===== src/rtl/axi_slave_regfile_if.sv =====
// AXI4-Lite bus bundle between axi_master and axi_slave_regfile.
// Carries the five channels signal-for-signal.
interface axi_slave_regfile_if #(
    parameter int ADDR_WIDTH = 32,
    parameter int DATA_WIDTH = 32
);
    logic [ADDR_WIDTH-1:0]   awaddr;
    logic                    awvalid;
    logic                    awready;
    logic [DATA_WIDTH-1:0]   wdata;
    logic [DATA_WIDTH/8-1:0] wstrb;
    logic                    wvalid;
    logic                    wready;
    logic [1:0]              bresp;
    logic                    bvalid;
    logic                    bready;
    logic [ADDR_WIDTH-1:0]   araddr;
    logic                    arvalid;
    logic                    arready;
    logic [DATA_WIDTH-1:0]   rdata;
    logic [1:0]              rresp;
    logic                    rvalid;
    logic                    rready;

    modport master (
        output awaddr, awvalid, wdata, wstrb, wvalid, bready, araddr, arvalid, rready,
        input  awready, wready, bresp, bvalid, arready, rdata, rresp, rvalid
    );

    modport slave (
        input  awaddr, awvalid, wdata, wstrb, wvalid, bready, araddr, arvalid, rready,
        output awready, wready, bresp, bvalid, arready, rdata, rresp, rvalid
    );
endinterface


===== src/rtl/axi_slave_regfile.sv =====
// AXI4-Lite slave backed by NUM_REGS 32-bit registers with independent read/write FSMs.
// Define AXI_SLAVE_ADDR_ERR_EN to reject out-of-range accesses with SLVERR.
module axi_slave_regfile #(
    parameter int ADDR_WIDTH = 32,
    parameter int DATA_WIDTH = 32,
    parameter int NUM_REGS   = 16
) (
    input  logic                clk,
    input  logic                rst_n,
    axi_slave_regfile_if.slave  bus
);
    localparam int          IDX_W = $clog2(NUM_REGS);
    localparam int unsigned NB    = DATA_WIDTH / 8;
    localparam int unsigned NREG  = NUM_REGS;
    localparam logic [1:0]  OKAY   = 2'b00;
    localparam logic [1:0]  SLVERR = 2'b10;

    typedef enum logic {WR_IDLE, WR_RESP} wr_state_t;
    typedef enum logic {RD_IDLE, RD_DATA} rd_state_t;

    wr_state_t wr_state, wr_next;
    rd_state_t rd_state, rd_next;

    logic [DATA_WIDTH-1:0] regs [NUM_REGS];

    logic                  live;
    logic                  aw_got, w_got, aw_err;
    logic [IDX_W-1:0]      aw_idx;
    logic [DATA_WIDTH-1:0] w_data;
    logic [NB-1:0]         w_strb;
    logic [1:0]            bresp_q, rresp_q;
    logic [DATA_WIDTH-1:0] rdata_q;

    logic awready, wready, bvalid, arready, rvalid;
    logic aw_hs, w_hs, ar_hs, commit;
    logic aw_oor, ar_oor;

`ifdef AXI_SLAVE_ADDR_ERR_EN
    assign aw_oor = (bus.awaddr >= ADDR_WIDTH'(NUM_REGS * 4));
    assign ar_oor = (bus.araddr >= ADDR_WIDTH'(NUM_REGS * 4));
`else
    assign aw_oor = 1'b0;
    assign ar_oor = 1'b0;
`endif

    assign aw_hs = bus.awvalid && awready;
    assign w_hs  = bus.wvalid  && wready;
    assign ar_hs = bus.arvalid && arready;

    // live holds the readies low until the first edge after reset release
    always_ff @(posedge clk or negedge rst_n) begin
        if (!rst_n) begin
            wr_state <= WR_IDLE;
            rd_state <= RD_IDLE;
            live     <= 1'b0;
        end else begin
            wr_state <= wr_next;
            rd_state <= rd_next;
            live     <= 1'b1;
        end
    end

    always_comb begin
        wr_next = wr_state;
        awready = 1'b0;
        wready  = 1'b0;
        bvalid  = 1'b0;
        commit  = 1'b0;
        unique case (wr_state)
            WR_IDLE: begin
                awready = live && !aw_got;
                wready  = live && !w_got;
                if (aw_got && w_got) begin
                    commit  = 1'b1;
                    wr_next = WR_RESP;
                end
            end
            WR_RESP: begin
                bvalid = 1'b1;
                if (bus.bready) wr_next = WR_IDLE;
            end
        endcase
    end

    always_comb begin
        rd_next = rd_state;
        arready = 1'b0;
        rvalid  = 1'b0;
        unique case (rd_state)
            RD_IDLE: begin
                arready = live;
                if (ar_hs) rd_next = RD_DATA;
            end
            RD_DATA: begin
                rvalid = 1'b1;
                if (bus.rready) rd_next = RD_IDLE;
            end
        endcase
    end

    // Read sampling uses pre-edge regs, so a same-edge commit returns the old value
    always_ff @(posedge clk or negedge rst_n) begin
        if (!rst_n) begin
            aw_got  <= 1'b0;
            w_got   <= 1'b0;
            aw_err  <= 1'b0;
            aw_idx  <= '0;
            w_data  <= '0;
            w_strb  <= '0;
            bresp_q <= '0;
            rresp_q <= '0;
            rdata_q <= '0;
            for (int unsigned i = 0; i < NREG; i++) regs[i] <= '0;
        end else begin
            if (aw_hs) begin
                aw_got <= 1'b1;
                aw_idx <= bus.awaddr[IDX_W+1:2];
                aw_err <= aw_oor;
            end
            if (w_hs) begin
                w_got  <= 1'b1;
                w_data <= bus.wdata;
                w_strb <= bus.wstrb;
            end
            if (commit) begin
                aw_got  <= 1'b0;
                w_got   <= 1'b0;
                bresp_q <= aw_err ? SLVERR : OKAY;
                if (!aw_err) begin
                    for (int unsigned b = 0; b < NB; b++) begin
                        if (w_strb[b]) regs[aw_idx][8*b +: 8] <= w_data[8*b +: 8];
                    end
                end
            end
            if (ar_hs) begin
                rdata_q <= ar_oor ? '0 : regs[bus.araddr[IDX_W+1:2]];
                rresp_q <= ar_oor ? SLVERR : OKAY;
            end
        end
    end

    assign bus.awready = awready;
    assign bus.wready  = wready;
    assign bus.bvalid  = bvalid;
    assign bus.bresp   = bresp_q;
    assign bus.arready = arready;
    assign bus.rvalid  = rvalid;
    assign bus.rresp   = rresp_q;
    assign bus.rdata   = rdata_q;
endmodule


===== src/flat_wrapper.sv =====
// flat-port wrapper written by rule: the top's interface ports become plain ports
module axi_slave_regfile_flat 
#(
    parameter int ADDR_WIDTH = 32,
    parameter int DATA_WIDTH = 32,
    parameter int NUM_REGS   = 16
)
  (clk, rst_n, bus_awaddr, bus_awvalid, bus_wdata, bus_wstrb, bus_wvalid, bus_bready, bus_araddr, bus_arvalid, bus_rready, bus_awready, bus_wready, bus_bresp, bus_bvalid, bus_arready, bus_rdata, bus_rresp, bus_rvalid);
  axi_slave_regfile_if #(.ADDR_WIDTH(ADDR_WIDTH), .DATA_WIDTH(DATA_WIDTH)) bus_i ();
  input  logic clk;
  input  logic rst_n;
  input wire logic [$bits(bus_i.awaddr)-1:0] bus_awaddr;
  input wire logic [$bits(bus_i.awvalid)-1:0] bus_awvalid;
  input wire logic [$bits(bus_i.wdata)-1:0] bus_wdata;
  input wire logic [$bits(bus_i.wstrb)-1:0] bus_wstrb;
  input wire logic [$bits(bus_i.wvalid)-1:0] bus_wvalid;
  input wire logic [$bits(bus_i.bready)-1:0] bus_bready;
  input wire logic [$bits(bus_i.araddr)-1:0] bus_araddr;
  input wire logic [$bits(bus_i.arvalid)-1:0] bus_arvalid;
  input wire logic [$bits(bus_i.rready)-1:0] bus_rready;
  output wire logic [$bits(bus_i.awready)-1:0] bus_awready;
  output wire logic [$bits(bus_i.wready)-1:0] bus_wready;
  output wire logic [$bits(bus_i.bresp)-1:0] bus_bresp;
  output wire logic [$bits(bus_i.bvalid)-1:0] bus_bvalid;
  output wire logic [$bits(bus_i.arready)-1:0] bus_arready;
  output wire logic [$bits(bus_i.rdata)-1:0] bus_rdata;
  output wire logic [$bits(bus_i.rresp)-1:0] bus_rresp;
  output wire logic [$bits(bus_i.rvalid)-1:0] bus_rvalid;
  assign bus_i.awaddr = bus_awaddr;
  assign bus_i.awvalid = bus_awvalid;
  assign bus_i.wdata = bus_wdata;
  assign bus_i.wstrb = bus_wstrb;
  assign bus_i.wvalid = bus_wvalid;
  assign bus_i.bready = bus_bready;
  assign bus_i.araddr = bus_araddr;
  assign bus_i.arvalid = bus_arvalid;
  assign bus_i.rready = bus_rready;
  assign bus_awready = bus_i.awready;
  assign bus_wready = bus_i.wready;
  assign bus_bresp = bus_i.bresp;
  assign bus_bvalid = bus_i.bvalid;
  assign bus_arready = bus_i.arready;
  assign bus_rdata = bus_i.rdata;
  assign bus_rresp = bus_i.rresp;
  assign bus_rvalid = bus_i.rvalid;
  axi_slave_regfile #(.ADDR_WIDTH(ADDR_WIDTH), .DATA_WIDTH(DATA_WIDTH), .NUM_REGS(NUM_REGS)) u_core (.clk(clk), .rst_n(rst_n), .bus(bus_i));
endmodule

===== config.mk =====
export PLATFORM = sky130hd
export DESIGN_NAME = axi_slave_regfile_flat
export DESIGN_NICKNAME = d
export VERILOG_FILES = /design/src/rtl/axi_slave_regfile_if.sv /design/src/rtl/axi_slave_regfile.sv /design/src/flat_wrapper.sv
export SDC_FILE = /design/constraint.sdc
export NUM_CORES = 1
export LEC_CHECK = 0
export ABC_AREA = 1
export CORE_MARGIN = 8
export CORE_UTILIZATION = 37
export CTS_CLUSTER_DIAMETER = 150
export CTS_CLUSTER_SIZE = 10
export DETAILED_ROUTE_END_ITERATION = 8
export HOLD_SLACK_MARGIN = 0.06
export PLACE_DENSITY = 0.54
export SYNTH_ARGS = -nofsm -noshare
export SYNTH_HDL_FRONTEND = slang
export SYNTH_SLANG_ARGS = --single-unit

===== constraint.sdc =====
create_clock -name clk -period 1.8 [get_ports clk]
set_input_delay 0.54 -clock clk [delete_from_list [all_inputs] [get_ports clk]]
set_output_delay 0.54 -clock clk [all_outputs]
set_load 0.005 [all_outputs]

==> qor.csv, run 1 <==
stage,metric,value,unit
status,status,finished with violations,
status,violations,negative setup slack,
grt,grt_pass1_vias,21800,
clock_network,cts_root_buffer,clkbuf_16,
pwr,total_power,41.2,mW
sta,layout_min_cycle_time,2.00,ns
grt,overflow,0,
finish,areaGrowthSynthToFinish,22.5,%
setup_path,cp-end-kind,output pin,
synthesis,ys_types,25,
clock_network,clkLatencyLatePin,0.61,ns
setup_path,cp_max_fo,3,
hold_path,holdPathEnd,u_core.bus.rdata[25]$_DFFE_PN0P_,
place,dp.cells,4223,
hold_path,hold_depth,2,
sta,fmax,500,MHz
clock_network,cts_max_level,3,
sta,slew-limit-headroom,35.8,%
sta,setup_viol,27,
setup_path,r2r_slack,-0.03,ns
synthesis,yosysTopAreaCellShare,56.2,%
floorplanning,io_pins,148,
pwr,peakVddDrop,755,uV
finish,finalNonFillerCells,4320,
hold_path,hold_class,reg -> reg,
sta,hold_viol,0,
grt,grt_max_degree,80,
setup_path,critPathKind,reg -> out,
sta,rsz0062_at_grt,true,
drt,drt_iter0_drc,1952,
clock_network,clk_path_buf_depth,3,
synthesis,synth.area.top_cells,"dfrtp_1, nand2_1, nand3_1, o21ai_0, o21ai_1",
setup_path,cp-start-kind,flip-flop,
clock_network,cts_buffers,68,
sta,setup_ws,-0.198,ns
setup_path,timing.rr.end,u_core.regs[69]$_DFFE_PN0P_,
grt,antenna_found_initial,0,
place,place_ws,-0.131,ns
synthesis,yosysTopAreaCell,dfrtp_1,
drt,via_count,22200,
pwr,leakagePower,15.0,nW
sta,finClkSkew,0.0209,ns
finish,drive_above_1_share,11.2,%
setup_path,startpoint,u_core.live$_DFF_PN0_,
floorplanning,die_area,0.0797,mm2
place,place.gp.congestion,0.826,
drt,dr_wl_met3,3.68,mm
place,hpwl,49.7,mm
synthesis,synth_area_per_cell,8.14,um2
clock_network,cts.sinks,589,
floorplanning,start_util,37.4,%
synthesis,netlist_instances,3224,
setup_path,worstPathArrival,1.46,ns
pwr,pwr_density_cell,1280,mW/mm2
drt,final_antenna_net_count,0,
drt,drc,0,
synthesis,yosys_warnings,0,
grt,grt.total_usage,19.3,%
finish,final_cell_mix,"nand2_1, dfrtp_1, nand3_1",
synthesis,synth-seq-cells,589,
drt,routed_wl,77.3,mm
floorplanning,rows,97,
setup_path,crit_buf_inv,3,
setup_path,worst_path_max_delay_cell,dfrtp_1,
finish,post-route-util,45.8,%
floorplanning,die_y,282,um
drt,dr.pass1.iters,5,
setup_path,rr_worst_depth,9,
setup_path,critPathMaxStageDelay,0.37,ns
finish,fin_nets,3481,
sta,slew_viol_final,0,
flow_run,cap_violations,0,
setup_path,path_cells,inv_4 > nor3_4 > buf_6 > buf_6,
synthesis,seq_area_frac_synth,56.2,%
clock_network,clkTransAtPathRegs,0.05,ns
floorplanning,die_w,282,um
clock_network,cts_tree,done,
drt,viasPerCell,5.15,
floorplanning,core_area,0.0701,mm2
sta,max_slew.worst_pin.slew,0.963,ns
drt,wl_per_cell,17.9,um
place,portBuffers,87,
drt,met1_length,35.9,mm
sta,final.period_utilization,111,%
synthesis,syn_area,0.0262,mm2
setup_path,r2r-start,u_core.wr_state$_DFF_PN0_,
setup_path,path_delay_family,flip-flops,
grt,grt_first_pass_wirelength,123,mm
finish,final_common_cell,nand2_1,
hold_path,min_from,u_core.bus.rdata[25]$_DFFE_PN0P_,
drt,routed-wl-met2,36.0,mm
setup_path,crit_top_cell,buf_6,
drt,highest_layer,met4,
finish,num_antenna_cells,0,
setup_path,cp.required,1.26,ns
-- through the flow --
step,TNS [ns],instance area (um2),hold slack (ns)
after floorplan,0,26300,0.244
final,-0.890,32100,0.479
after global routing,-15.64,32100,0.488
after CTS,-0.767,31800,0.463
after global placement,-1.75,29900,0.466
after detailed placement,-4.96,29900,0.466
-- report_power, final --
part / internal [mW] / total [mW] / switching (mW)
clock network: 6.87 / 12.0 / 5.16
registers: 16.8 / 19.0 / 2.19
logic: 3.89 / 10.3 / 6.36
total: 27.5 / 41.2 / 13.7
-- flip-flops by register name, indices dropped and copies added, names as in the netlist --
name / cells
u_core.aw_got: 1
u_core.aw_idx: 4
u_core.bus.rdata: 32
u_core.live: 1
u_core.rd_state: 1
u_core.regs: 512
u_core.w_data: 32
u_core.w_got: 1
u_core.w_strb: 4
u_core.wr_state: 1
-- cell type report --
type,instances,area [um2]
clock inverter,5,51.3
inverter,45,181
sequential,589,14700
clock buffer,71,1760
multi-input combinational,2366,10500
fill,6923,38000
tap,940,1180
timing repair buffer,304,3710
-- how the worst max path moves through the flow --
stage                                             to  cells past startpoint  slack (ns)
finish                                    bus_wready                      4       -0.20
global placement    u_core.bus.rdata[14]$_DFFE_PN0P_                     11       -0.07
CTS                                       bus_wready                      3       -0.21
floorplan           u_core.bus.rdata[10]$_DFFE_PN0P_                     12        0.02
detailed placement      u_core.regs[165]$_DFFE_PN0P_                      8       -0.13
global route                              bus_wready                      4       -0.25
-- worst min-delay path: cells and delay by family, from the launching register on --
kind / cells / cell delay (ns)
flip-flops: 1 / 0.34
AND/OR/NAND/NOR: 2 / 0.10
-- cells by family (layout without fill, tap and decap cells) --
group,count (synthesis),after routing,share of synthesized area [%]
simple gates,1805,1805,28.6
flops,589,589,56.2
buf+inv,272,425,4.47
other cells,2,5,0.0286
compound gates,552,552,10.5
mux,4,4,0.172
-- per-layer routing --
metal | track usage (%) | up-vias
li1 | - | 10700
met1 | 26.6 | 10800
met2 | 31.4 | 613
met3 | 2.65 | 115
met4 | 6.12 | 0
met5 | 0 | -
-- cells in the mapped netlist (all sizes together) --
| library cell | instances |
|---|---|
| a21boi | 1 |
| a21oi | 36 |
| buf | 105 |
| clkbuf | 122 |
| conb | 2 |
| dfrtp | 589 |
| inv | 45 |
| mux2 | 4 |
| nand2 | 1359 |
| nand3 | 385 |
| nor2 | 52 |
| nor3 | 3 |
| nor4 | 6 |
| o21ai | 515 |
-- what timing repair did --
action                                  in CTS  in global routing
endpoints found under the setup margin     135                398
setup buffers                                9                  7
endpoints found under the hold margin      166                  0
pin swaps                                    3                  5
hold buffers                                 1                  0
resized for setup                          103                 50
cloned                                       0                  4
No activity file was read; power rests on OpenSTA's default activity.
==> inputs of run 2 (changes only) <==
- PLACE_DENSITY: 0.54 -> 0.56
- SLEW_MARGIN: unset -> 20
- clock period: 1.8 -> 1.6 ns (I/O delays scaled with it)
==> run 2 against run 1 <==
Net effect: the flow still finishes with violations (negative setup slack); sequential share of layout area fell by 2.2 points; utilization rose by 2.3 points; flip-flop and latch count did not move; non-clock buffer count rose by 92; clock skew rose by 0.0060 ns; via count rose by 0.68%; clock power rose by 12%; register-to-register slack got worse by 0.24 ns; cell area rose by 5.1%; worst hold slack got worse by 0.14 ns; critical path type unchanged.
==> qor.csv, run 2 (same netlist as run 1, synthesis figures left out) <==
stage,metric,value,unit,change
status,status,finished with violations,,
status,violations,negative setup slack,,
setup_path,cp.required,1.12,ns,-0.14 ns
drt,routed_wl,80.9,mm,+4.7%
place,portBuffers,87,,unchanged
clock_network,clk_path_buf_depth,3,,unchanged
clock_network,clkLatencyLatePin,0.60,ns,about the same
sta,setup_viol,518,,+1800%
sta,rsz0062_at_grt,true,,
clock_network,cts_tree,done,,
pwr,combPwrFrac,27.3,%,+2.4 points
pwr,pwr_density_cell,1400,mW/mm2,+9.4%
drt,drt_iter0_drc,2013,,+3.1%
pwr,sw_frac_of_total,33.3,%,about the same
pwr,power.switching,15.8,mW,+15%
floorplanning,core_area,0.0701,mm2,unchanged
finish,top_register,u_core.regs,,
setup_path,cp-start-kind,flip-flop,,
setup_path,worstPathArrival,1.44,ns,-0.02 ns
setup_path,r2r-start,u_core.wr_state$_DFF_PN0_,,
pwr,leakagePower,15.8,nW,+5.6%
drt,drc,0,,unchanged
place,place.gp.congestion,0.780,,-5.6%
pwr,seq_power_share,44.2,%,-1.8 points
setup_path,critPathKind,reg -> out,,
sta,max_slew.worst_pin.slew,0.637,ns,-0.326 ns
finish,num_antenna_cells,0,,unchanged
setup_path,rr_worst_depth,11,,+2
sta,final.period_utilization,120,%,
sta,hold_viol,0,,unchanged
pwr,p_int,31.6,mW,+15%
sta,finClkSkew,0.0269,ns,+0.00603 ns
grt,grt.total_usage,19.4,%,+0.075 points
clock_network,cts.sinks,589,,unchanged
finish,final_common_cell,nand2_1,,
finish,largest_register_ffs,512,,unchanged
setup_path,cp-end-kind,output pin,,
clock_network,cts_root_buffer,clkbuf_16,,
pwr,p_clk_share,28.6,%,-0.6 points
floorplanning,start_util,37.4,%,unchanged
place,hpwl,49.5,mm,-0.38%
sta,slew_viol_final,0,,unchanged
pwr,peakVddDrop,731,uV,-3.2%
floorplanning,die_w,282,um,unchanged
finish,fin_nets,3575,,+2.7%
floorplanning,io_pins,148,,unchanged
finish,final_cell_mix,"nand2_1, dfrtp_1, nand3_1",,
drt,wl_per_cell,18.3,um,+2.5%
drt,viasPerCell,5.08,,-1.4%
grt,grt_first_pass_wirelength,122,mm,-0.43%
setup_path,timing.rr.end,u_core.regs[99]$_DFFE_PN0P_,,
grt,antenna_found_initial,1,,+1
hold_path,hold_class,in -> async,,
setup_path,r2r_slack,-0.27,ns,-0.24 ns
finish,post-route-util,48.1,%,+2.3 points
grt,overflow,0,,unchanged
clock_network,cts_buffers,68,,unchanged
place,place_area,0.0308,mm2,+3.1%
drt,dr.pass1.iters,8,,+3
floorplanning,die_y,282,um,unchanged
finish,areaGrowthSynthToFinish,28.7,%,
finish,drive_above_1_share,15.0,%,+3.9 points
sta,layout_min_cycle_time,1.92,ns,
finish,postLayoutCellArea,0.0338,mm2,+5.1%
flow_run,cap_violations,0,,unchanged
sta,slew-limit-headroom,57.5,%,+22 points
sta,fmax,522,MHz,
sta,setup_ws,-0.317,ns,-0.119 ns
grt,grt_max_degree,78,,-2.5%
floorplanning,die_area,0.0797,mm2,unchanged
clock_network,clkTransAtPathRegs,0.06,ns,about the same
floorplanning,rows,97,,unchanged
grt,grt_pass1_vias,21100,,-2.9%
drt,via_count,22400,,+0.68%
clock_network,cts_max_level,3,,unchanged
setup_path,cp_max_fo,3,,unchanged
pwr,total_power,47.4,mW,+15%
drt,final_antenna_net_count,0,,unchanged
## run 2: cell types whose count changed in the layout (fill, tap and decap cells not counted), sizes merged
cell / before / now
buf: 223 / 331
clkbuf: 75 / 91
inv: 49 / 45
clkdlybuf4s15: 31 / 0
nand2: 1359 / 1361
## run 2: repair_timing
action | CTS | global route
hold endpoints to repair | 126 | 0
pin swaps | 7 | 5
resized for setup | 188 | 133
buffers inserted | 18 | 16
gates cloned | 0 | 20
hold buffers | 1 | 0
endpoints found under the setup margin | 445 | 550
## run 2: final cells by class
cell class | count | area (um2)
Sequential cell | 589 | 14700
Inverter | 45 | 179
Tap cell | 940 | 1180
Timing Repair Buffer | 396 | 5060
Fill cell | 6817 | 36400
Clock buffer | 72 | 1780
Multi-Input combinational cell | 2368 | 10800
Clock inverter | 1 | 8.76
## run 2: through the flow
step                TNS (ns)  cells  hold WS [ns]  worst slack (ns)
floorplan             -0.548   3227         0.184           -0.0250
global placement      -27.62   4284         0.352            -0.170
detailed placement    -26.78   4284         0.352            -0.179
CTS                   -64.38   4376         0.316            -0.348
global route         -127.87   4411         0.343            -0.356
finish                -89.36   4411         0.338            -0.317
## run 2: power by group through the flow
stage               sequential [mW]  combinational [mW]  clock, mW
finish                         20.9                12.9       13.5
global route                   21.4                14.6       14.5
CTS                            20.9                12.2       13.9
detailed placement             21.1                12.1          0
global placement               21.0                11.9          0
floorplan                      20.7                7.20          0
## run 2: worst max path at each step
stage | start | endpoint
after floorplan | u_core.wr_state$_DFF_PN0_ | u_core.regs[190]$_DFFE_PN0P_
after global placement | bus_araddr[2] | u_core.bus.rdata[12]$_DFFE_PN0P_
after detailed placement | u_core.aw_idx[3]$_DFFE_PN0P_ | u_core.regs[238]$_DFFE_PN0P_
after CTS | u_core.wr_state$_DFF_PN0_ | bus_awready
after global routing | u_core.wr_state$_DFF_PN0_ | bus_awready
final | u_core.wr_state$_DFF_PN0_ | bus_wready
## run 2: critical path: stages, from the launching register on
cell and delay [ns]:
dfrtp_1 0.41, nor3_2 0.20, buf_4 0.15, buf_6 0.08
## run 2: layer usage
| metal | share of wire (%) | up-vias | track usage, % |
|---|---|---|---|
| li1 | - | 11000 | - |
| met1 | 47 | 10700 | 28.2 |
| met2 | 45 | 604 | 30.2 |
| met3 | 5.5 | 95 | 2.68 |
| met4 | 1.9 | 0 | 5.16 |
| met5 | 0 | - | 0 |
==> inputs of run 3 (changes only) <==
- SETUP_SLACK_MARGIN: unset -> 0.05
==> run 3 against run 2 <==
Net effect: the run still ends with negative setup slack left; non-clock buffer count up 44; global-route usage increased by 1.5 points; combinational power increased by 35%; largest cell class unchanged; critical endpoint unchanged; register-to-register slack worse by 0.13 ns; cell count is 1.5% higher; cell area up 14%; clock-buffer cell count rose by 3.
==> qor.csv, run 3 (same netlist as run 1, synthesis figures left out) <==
stage,metric,value,unit,change
place,portBuffers,87,,unchanged
grt,grt_pass1_vias,22200,,+5.1%
drt,dr_wl_met3,5.85,mm,+32%
drt,viasPerCell,5.38,,+5.9%
sta,hold_ws,0.445,ns,+0.107 ns
clock_network,cts_tree,done,,
sta,setup_viol,561,,+8.3%
finish,fin_nets,3637,,+1.7%
sta,hold_viol,0,,unchanged
grt,overflow,0,,unchanged
sta,setup_ws,-0.426,ns,-0.109 ns
clock_network,cts_max_level,3,,unchanged
sta,layout_min_cycle_time,2.03,ns,+0.109 ns
place,place_area,0.0305,mm2,-0.83%
setup_path,cp-start-kind,flip-flop,,
floorplanning,die_y,282,um,unchanged
clock_network,cts_root_buffer,clkbuf_16,,
place,hpwl,49.5,mm,about the same
clock_network,clkTransAtPathRegs,0.06,ns,about the same
sta,fin_tns_setup,-161.23,ns,-71.87 ns
status,violations,negative setup slack,,
floorplanning,rows,97,,unchanged
clock_network,cts.sinks,589,,unchanged
sta,final.period_utilization,127,%,+6.8 points
finish,final_common_cell,nand2_1,,
place,place.gp.congestion,0.783,,+0.40%
grt,grt_first_pass_wirelength,132,mm,+7.7%
sta,fmax,494,MHz,-5.4%
clock_network,clkLatencyLatePin,0.60,ns,about the same
sta,slew_viol_final,0,,unchanged
sta,finClkSkew,0.0167,ns,-0.0103 ns
finish,top_register,u_core.regs,,
setup_path,path_cells,buf_6 > nor3_4 > buf_6 > buf_6,,
clock_network,cts_buffers,68,,unchanged
drt,dr.pass1.iters,6,,-2
status,status,finished with violations,,
grt,antenna_found_initial,1,,unchanged
drt,drt_iter0_drc,2230,,+11%
sta,rsz0062_at_grt,true,,
place,dp.cells,4262,,-0.51%
sta,max_slew.worst_pin.slew,0.841,ns,+0.205 ns
finish,nFillCells,6239,,-8.5%
drt,wl_per_cell,20.8,um,+13%
sta,slew-limit-headroom,43.9,%,-14 points
pwr,peakVddDrop,1340,uV,+84%
setup_path,crit_top_cell,buf_6,,
floorplanning,start_util,37.4,%,unchanged
floorplanning,io_pins,148,,unchanged
drt,final_antenna_net_count,0,,unchanged
drt,via_count,24100,,+7.4%
flow_run,cap_violations,0,,unchanged
setup_path,critPathMaxStageDelay,0.41,ns,about the same
finish,postLayoutCellArea,0.0385,mm2,+14%
drt,drc,0,,unchanged
finish,finalNonFillerCells,4476,,+1.5%
clock_network,clk_path_buf_depth,3,,unchanged
setup_path,critPathKind,reg -> out,,
pwr,pwr_density_cell,1380,mW/mm2,-1.7%
pwr,leakagePower,17.2,nW,+8.4%
finish,final_cell_mix,"nand2_1, dfrtp_1, nand3_1",,
setup_path,cp_max_fo,3,,unchanged
drt,highest_layer,met4,,
drt,routed-wl-met2,42.9,mm,+17%
finish,areaGrowthSynthToFinish,46.7,%,
grt,grt_max_degree,51,,-35%
setup_path,cp-end-kind,output pin,,
grt,grt.total_usage,20.9,%,+1.5 points
drt,routed_wl,92.9,mm,+15%
floorplanning,die_area,0.0797,mm2,unchanged
setup_path,worst_path_max_delay_cell,dfrtp_1,,
floorplanning,core_area,0.0701,mm2,unchanged
setup_path,cp.required,1.12,ns,about the same
place,place_ws,-0.201,ns,-0.0228 ns
hold_path,hold_class,in -> reg,,
finish,drive_above_1_share,35.2,%,+20 points
drt,met1_length,41.8,mm,+9.3%
finish,largest_register_ffs,512,,unchanged
setup_path,worstPathArrival,1.55,ns,+0.11 ns
floorplanning,die_w,282,um,unchanged
==> run 3: changes by cell type in the layout (fill, tap and decap cells not counted), moves of 55 or more <==
cell     delta
nand2_1   -441
o21ai_0   -261
nand2_2   +227
o21ai_2   +216
nand2_4   +177
nand2_8    +55
==> run 3: cell type report <==
class	count	area, um2	area share (%)
multi-input cells	2386	14500	37.7
repair buffers	440	6070	15.8
clock buffers	75	1830	4.76
diodes	1	2.50	0.00650
well taps	940	1180	3.05
flip-flops and latches	589	14700	38.3
inverters	45	181	0.471
==> run 3: through the flow <==
step / util (%) / total power, mW
3_5_place_dp: 43.5 / 33.4
4_1_cts: 48.8 / 49.0
5_1_grt: 54.9 / 56.0
2_1_floorplan: - / 28.0
6_report: 54.9 / 53.2
3_3_place_gp: 43.5 / 33.1
==> run 3: worst paths after layout <==
kind | start | to | slack, ns | depth (start not counted)
setup / recovery | u_core.wr_state$_DFF_PN0_ | bus_wready | -0.43 | 4
hold / removal | bus_bready | u_core.wr_state$_DFF_PN0_ | 0.45 | 2
setup reg to reg | u_core.wr_state$_DFF_PN0_ | u_core.regs[200]$_DFFE_PN0P_ | -0.40 | 12
hold reg to reg | u_core.regs[477]$_DFFE_PN0P_ | u_core.regs[477]$_DFFE_PN0P_ | 0.48 | 2
max in group asynchronous | rst_n | u_core.regs[235]$_DFFE_PN0P_ | 0.53 | 4
min in group asynchronous | rst_n | u_core.bus.rdata[28]$_DFFE_PN0P_ | 0.47 | 3
==> run 3: worst max-delay path: cells and delay by family, from the launching register on <==
kind	cells	cell delay, ns
flops	1	0.41
buf+inv	3	0.35
simple gates	1	0.19
==> run 3: timing repair <==
item | CTS | global route
endpoints found under the hold margin | 162 | 0
setup endpoints to repair | 502 | 582
buffers inserted | 48 | 34
gates cloned | 26 | 39
pin swaps | 32 | 79
hold buffers | 1 | 0
resized for setup | 576 | 996
==> run 3: metal layers <==
metal | track usage [%] | vias up
met5 | 0 | -
met4 | 6.05 | 0
met3 | 3.60 | 146
met2 | 32.2 | 742
met1 | 30.1 | 12000
li1 | - | 11200
==> run 3: where the power goes <==
group / switching (mW) / internal (mW)
registers: 3.01 / 18.9
logic: 10.5 / 6.82
clock network: 5.92 / 7.98
total: 19.5 / 33.7
